### src/rtl/perf_pkg.sv
// perf_pkg: shared types for the performance-counter controller.
//   perf_cnt_t        : {ovf, count} word at the default counter width
//   perf_cfg_t        : per-counter configuration {sel, en} at the default event count
//   perf_dump_state_t : dump sequencer states
// The top level is parameterized. It builds its own storage at the
// configured widths. The packed types below describe the default build.
package perf_pkg;

   localparam int PERF_EVENT_NUM = 32;
   localparam int PERF_CNT_NUM   = 8;
   localparam int PERF_CNT_WIDTH = 48;
   localparam int PERF_SEL_W     = $clog2(PERF_EVENT_NUM) + 1;

   typedef logic [PERF_CNT_WIDTH:0] perf_cnt_t;   // {ovf, count}

   typedef struct packed {
      logic [PERF_SEL_W-1:0] sel;
      logic                  en;
   } perf_cfg_t;

   typedef enum logic {
      IDLE = 1'b0,
      SEND = 1'b1
   } perf_dump_state_t;

endpackage

### src/rtl/perf_counter_slot.sv
// perf_counter_slot: one programmable event counter.
// Ports:
//   clk, rst             : clock, async active-high reset
//   event_i[EVENT_NUM]   : event strobes
//   cfg_we               : config write aimed at this slot (loads sel/en, clears count/ovf)
//   cfg_sel, cfg_en      : new event select / enable
//   cnt_o[CNT_WIDTH+1]   : {ovf, count}
module perf_counter_slot
   import perf_pkg::*;
#(
   parameter int EVENT_NUM = PERF_EVENT_NUM,
   parameter int CNT_WIDTH = PERF_CNT_WIDTH
)(
   input  logic                         clk,
   input  logic                         rst,
   input  logic [EVENT_NUM-1:0]         event_i,
   input  logic                         cfg_we,
   input  logic [$clog2(EVENT_NUM):0]   cfg_sel,
   input  logic                         cfg_en,
   output logic [CNT_WIDTH:0]           cnt_o
);

   localparam int SEL_W = $clog2(EVENT_NUM) + 1;

   logic [SEL_W-1:0]     sel;
   logic                 en;
   logic [CNT_WIDTH-1:0] cnt;
   logic                 ovf;
   logic                 hit;

   // Select compares against every legal event index, so selects at or
   // above EVENT_NUM simply never match.
   always_comb begin
      hit = 1'b0;
      for (int e = 0; e < EVENT_NUM; e++) begin
         if (en && (sel == SEL_W'(e)) && event_i[e]) hit = 1'b1;
      end
   end

   // A config write wins over a same-cycle increment; that event is lost.
   always_ff @(posedge clk or posedge rst) begin
      if (rst) begin
         sel <= '0;
         en  <= 1'b0;
         cnt <= '0;
         ovf <= 1'b0;
      end else if (cfg_we) begin
         sel <= cfg_sel;
         en  <= cfg_en;
         cnt <= '0;
         ovf <= 1'b0;
      end else if (hit) begin
         cnt <= cnt + 1'b1;
         if (&cnt) ovf <= 1'b1;   // sticky on wrap
      end
   end

   assign cnt_o = {ovf, cnt};

endmodule

### src/rtl/perf_event_ctrl.sv
// perf_event_ctrl: pool of programmable event counters with a snapshot dump
// sequencer feeding a valid/ready stream.
// Ports:
//   clk, rst                     : clock, async active-high reset
//   event_i[EVENT_NUM]           : single-cycle event strobes
//   cfg_we/cfg_idx/cfg_sel/cfg_en: counter configuration write
//   rd_idx -> rd_data            : registered live read {ovf, count}
//   dump_req                     : manual dump request (dropped while busy)
//   dump_valid/dump_ready        : dump beat handshake
//   dump_idx/dump_data           : beat index and snapshot {ovf, count}
//   dump_busy                    : dump sequence in progress
module perf_event_ctrl
   import perf_pkg::*;
#(
   parameter int EVENT_NUM   = PERF_EVENT_NUM,
   parameter int CNT_NUM     = PERF_CNT_NUM,
   parameter int CNT_WIDTH   = PERF_CNT_WIDTH,
   parameter int DUMP_PERIOD = 4096
)(
   input  logic                        clk,
   input  logic                        rst,
   input  logic [EVENT_NUM-1:0]        event_i,
   input  logic                        cfg_we,
   input  logic [$clog2(CNT_NUM)-1:0]  cfg_idx,
   input  logic [$clog2(EVENT_NUM):0]  cfg_sel,
   input  logic                        cfg_en,
   input  logic [$clog2(CNT_NUM)-1:0]  rd_idx,
   output logic [CNT_WIDTH:0]          rd_data,
   input  logic                        dump_req,
   output logic                        dump_valid,
   input  logic                        dump_ready,
   output logic [$clog2(CNT_NUM)-1:0]  dump_idx,
   output logic [CNT_WIDTH:0]          dump_data,
   output logic                        dump_busy
);

   localparam int IDX_W = $clog2(CNT_NUM);
   localparam int PER_W = (DUMP_PERIOD > 1) ? $clog2(DUMP_PERIOD) : 1;
   localparam logic [PER_W-1:0] PER_LAST = PER_W'((DUMP_PERIOD > 0) ? DUMP_PERIOD - 1 : 0);
   localparam logic [IDX_W-1:0] IDX_LAST = IDX_W'(CNT_NUM - 1);

   logic [CNT_NUM-1:0][CNT_WIDTH:0] live;
   logic [CNT_NUM-1:0][CNT_WIDTH:0] shadow;

   perf_dump_state_t state, state_n;
   logic [IDX_W-1:0] idx_n;
   logic             take;
   logic [PER_W-1:0] per;
   logic             per_wrap;
   logic             pend;

   // ---------------- counter pool ----------------
   for (genvar i = 0; i < CNT_NUM; i++) begin : g_slot
      perf_counter_slot #(
         .EVENT_NUM (EVENT_NUM),
         .CNT_WIDTH (CNT_WIDTH)
      ) u_slot (
         .clk     (clk),
         .rst     (rst),
         .event_i (event_i),
         .cfg_we  (cfg_we && (cfg_idx == IDX_W'(i))),
         .cfg_sel (cfg_sel),
         .cfg_en  (cfg_en),
         .cnt_o   (live[i])
      );
   end

   // ---------------- live read ----------------
   always_ff @(posedge clk or posedge rst) begin
      if (rst) rd_data <= '0;
      else     rd_data <= live[rd_idx];
   end

   // ---------------- auto-dump timer ----------------
   // A zero period leaves the timer idle and never raises a request.
   assign per_wrap = (DUMP_PERIOD != 0) && (per == PER_LAST);

   always_ff @(posedge clk or posedge rst) begin
      if (rst) begin
         per  <= '0;
         pend <= 1'b0;
      end else begin
         per  <= per_wrap ? '0 : per + 1'b1;
         // One-deep: extra wraps merge; a wrap in the consuming cycle re-arms.
         pend <= per_wrap | (pend & ~take);
      end
   end

   // ---------------- dump sequencer ----------------
   always_comb begin
      state_n = state;
      idx_n   = dump_idx;
      take    = 1'b0;
      case (state)
         IDLE: begin
            if (dump_req || pend) begin
               state_n = SEND;
               idx_n   = '0;
               take    = 1'b1;
            end
         end
         SEND: begin
            if (dump_ready) begin
               if (dump_idx == IDX_LAST) state_n = IDLE;
               else                      idx_n   = dump_idx + 1'b1;
            end
         end
         default: state_n = IDLE;
      endcase
   end

   always_ff @(posedge clk or posedge rst) begin
      if (rst) begin
         state    <= IDLE;
         dump_idx <= '0;
      end else begin
         state    <= state_n;
         dump_idx <= idx_n;
      end
   end

   // Snapshot takes the pre-edge live values, so the request cycle's
   // increments are not included.
   always_ff @(posedge clk or posedge rst) begin
      if (rst)       shadow <= '0;
      else if (take) shadow <= live;
   end

   assign dump_valid = (state == SEND);
   assign dump_busy  = (state == SEND);
   assign dump_data  = shadow[dump_idx];

endmodule

### config.mk
export PLATFORM = sky130hd
export DESIGN_NAME = perf_event_ctrl
export DESIGN_NICKNAME = d
export VERILOG_FILES = /design/src/rtl/perf_pkg.sv /design/src/rtl/perf_counter_slot.sv /design/src/rtl/perf_event_ctrl.sv
export SDC_FILE = /design/constraint.sdc
export NUM_CORES = 2
export LEC_CHECK = 0
export ABC_AREA = 1
export CELL_PAD_IN_SITES_DETAIL_PLACEMENT = 1
export CELL_PAD_IN_SITES_GLOBAL_PLACEMENT = 1
export CORE_MARGIN = 5
export CORE_UTILIZATION = 51
export CTS_BUF_LIST = sky130_fd_sc_hd__clkbuf_4 sky130_fd_sc_hd__clkbuf_8
export CTS_CLUSTER_DIAMETER = 50
export DETAILED_ROUTE_END_ITERATION = 6
export PLACE_DENSITY = 0.93
export SYNTH_ARGS = -nofsm -noshare
export SYNTH_HDL_FRONTEND = slang
export SYNTH_SLANG_ARGS = --single-unit
export TNS_END_PERCENT = 50
### constraint.sdc
create_clock -name clk -period 84.1 [get_ports clk]
set_input_delay 25.23 -clock clk [delete_from_list [all_inputs] [get_ports clk]]
set_output_delay 25.23 -clock clk [all_outputs]
set_load 0.02 [all_outputs]
==> impl_metrics.env <==
export IMPL_core_area_um2=107000
export IMPL_synth_warnings=0
export IMPL_grt_pass1_wl_um=387000
export IMPL_drt_iter0_markers=8077
export IMPL_maxCapViolCount=1
export IMPL_setup_tns_final_ns=0
export IMPL_reg2reg_setup_slack_ns=80.30
export IMPL_seq_area_frac_synth=0.415
export IMPL_postRouteAntennaNets=0
export IMPL_area_growth_pct=10.6
export IMPL_status="finished, violations left"
export IMPL_drt_pass1_iter_count=7
export IMPL_start_kind="flip-flop"
export IMPL_numCtsBuffers=167
export IMPL_max_freq_mhz=32.5
export IMPL_synth_top_area_frac=0.415
export IMPL_die_h_um=337
export IMPL_vias_per_cell=6.38
export IMPL_first_global_vias=58400
export IMPL_grt_usage=0.457
export IMPL_p_leak_nw=26.5
export IMPL_hp_class="flip-flop to flip-flop"
export IMPL_worstPathRequired_ns=58.87
export IMPL_violations="design-rule violations, max-capacitance violations, max-slew violations"
export IMPL_rsz0062_at_grt="false"
export IMPL_wl_um=266000
export IMPL_synth_edf_count=0
export IMPL_setup_viol_count_final=0
export IMPL_synth_seq_cells=906
export IMPL_synth_main_ff_cell="dfrtp_1"
export IMPL_grt_max_degree=160
export IMPL_synth_top_cell_by_area="dfrtp_1"
export IMPL_dp_hpwl_um=196000
export IMPL_synth_area_leaders="dfrtp_1 42%, nand2_1 15%, nor2_1 7.7%"
export IMPL_finClkSkew_ns=0.0546
export IMPL_cts_resized=0
export IMPL_arrival_ns=5.54
export IMPL_gp_congestion=1.07
export IMPL_die_area_um2=114000
export IMPL_ctsHoldBuffers=0
export IMPL_fin_crit_ns=30.77
export IMPL_nets=7769
export IMPL_antenna_found_initial=36
export IMPL_hold_viol_final=0
export IMPL_ctsRootBufferMaster="clkbuf_8"
export IMPL_layout_common_cells="2144 x nand2_1, 1119 x nor2_1, 904 x dfrtp_1"
export IMPL_clk_path_buf_depth=3
export IMPL_slew_viol_final=1
export IMPL_clk_pin_slew_worst_paths_ns=0.06
export IMPL_critPathKind="flip-flop to primary output"
export IMPL_synth_nets=7798
export IMPL_row_count=120
export IMPL_cts_sink_count=906
export IMPL_num_vias=59100
export IMPL_async_reset_ff_frac=1.00
export IMPL_syn_inst=7737
export IMPL_ir_drop_v=0.0000287
export IMPL_worstPathMaxFanout=94
export IMPL_grt_overflow=0
export IMPL_slew_limit_headroom=-0.00779
export IMPL_initial_utilization=0.512
export IMPL_period_share=0.366
export IMPL_layout_drive_gt1_share=0.0653
export IMPL_postCtsSetupRepairBufs=0
export IMPL_netlist_cell_type_count=45
export IMPL_tightest_slew_ns=1.50
export IMPL_finalPower_mw=2.09
export IMPL_tritoncts="yes"
export IMPL_cts_htree_levels=4
export IMPL_syn_avg_cell_area_um2=7.06
export IMPL_drcViolationCount=11
export IMPL_power_density_nw_per_um2=34.7
export IMPL_io_buffers=152
export IMPL_io_pins=153
export IMPL_n_fill_cell=13700
export IMPL_die_w_um=337
export IMPL_clk_latency_ns=0.91
export IMPL_layout_commonest_cell="nand2_1"
export IMPL_cp_end_kind="primary output"
export IMPL_wl_per_cell_um=28.7
export IMPL_syn_cell_area_um2=54600
==> final timing paths <==
path / start / to / depth (start not counted)
max in group asynchronous: rst / g_slot[5].u_slot.cnt[18]$_DFFE_PP0P_ / 6
worst min register to register: shadow[202]$_DFFE_PP0P_ / shadow[202]$_DFFE_PP0P_ / 2
worst min-delay path: shadow[202]$_DFFE_PP0P_ / shadow[202]$_DFFE_PP0P_ / 2
worst max register to register: dump_busy$_DFF_PP0_ / shadow[236]$_DFFE_PP0P_ / 6
worst max-delay path: dump_idx[0]$_DFFE_PP0P_ / dump_data[5] / 7
min in group asynchronous: rst / g_slot[6].u_slot.cnt[30]$_DFFE_PP0P_ / 2
==> per-layer routing <==
metal,routed length [um],GRT usage
met5,126,0
met4,18400,0.260
met3,35400,0.174
met2,108000,0.640
met1,104000,0.607
==> state kept, by name (all words and copies together), names as in the netlist, 3 cells and up <==
register	cells
g_slot.u_slot.ovf	8
dump_idx	3
per	12
rd_data	49
g_slot.u_slot.sel	48
g_slot.u_slot.cnt	384
g_slot.u_slot.en	8
shadow	392
==> per-stage QoR <==
stage	cell area, um^2	utilization	hold slack [ns]	worst slack (ns)	cells
after floorplan	54600	-	0.441	33.40	7737
after global placement	56700	0.531	0.458	54.19	8942
after detailed placement	56700	0.531	0.465	54.09	8942
after CTS	60300	0.565	0.481	53.67	9245
after global routing	60300	0.565	0.501	53.41	9247
final	60400	0.566	0.478	53.33	9264
==> cell type report <==
cell class / instances / area (um^2) / share of cell area
multi-input combinational: 5895 / 28200 / 0.467
sequential: 906 / 22700 / 0.376
clock buffer: 267 / 3270 / 0.0542
timing repair buffer: 221 / 2060 / 0.0341
inverter: 517 / 1970 / 0.0326
tap: 1403 / 1760 / 0.0291
clock inverter: 36 / 412 / 0.00682
antenna: 19 / 47.5 / 0.000787
==> cells in the mapped netlist, drive strengths merged, types with 2 or more instances <==
cell,n
o211ai,2
nor4,3
nor2,1139
nand3b,198
xnor2,2
dfrtp,906
a21o,2
ha,11
inv,516
buf,178
nand3,540
clkbuf,241
a31oi,99
o22ai,50
nand2,2184
nor3,160
a21oi,153
nand4,62
nor3b,5
a221oi,44
o31ai,8
xor2,354
o21ai,874
==> logic make-up (layout without fill, tap and decap cells) <==
kind of cell / count (synthesis) / in the layout / synth area share
adder cells (fa/ha/maj): 11 / 11 / 0.00252
other: 0 / 19 / 0
AND/OR/NAND/NOR: 4292 / 4292 / 0.332
flip-flops: 906 / 906 / 0.415
buffers and inverters: 936 / 1041 / 0.0701
XOR/XNOR: 356 / 356 / 0.0571
AO/OA/AOI/OAI: 1236 / 1236 / 0.123
==> critical path: stages (launching register included) <==
cell	delay [ns]
dfrtp_4	0.83
buf_4	0.74
buf_4	0.96
o21ai_0	0.27
o22ai_1	0.24
nor2_1	0.07
a31oi_1	0.72
clkdlybuf4s50_1	0.77
==> power breakdown <==
part | leakage (nW) | internal (mW) | switching [mW]
Combinational | 12.4 | 0.239 | 0.562
Clock | 1.94 | 0.266 | 0.214
Sequential | 12.1 | 0.590 | 0.221
Power figures use the tool's default switching activity.
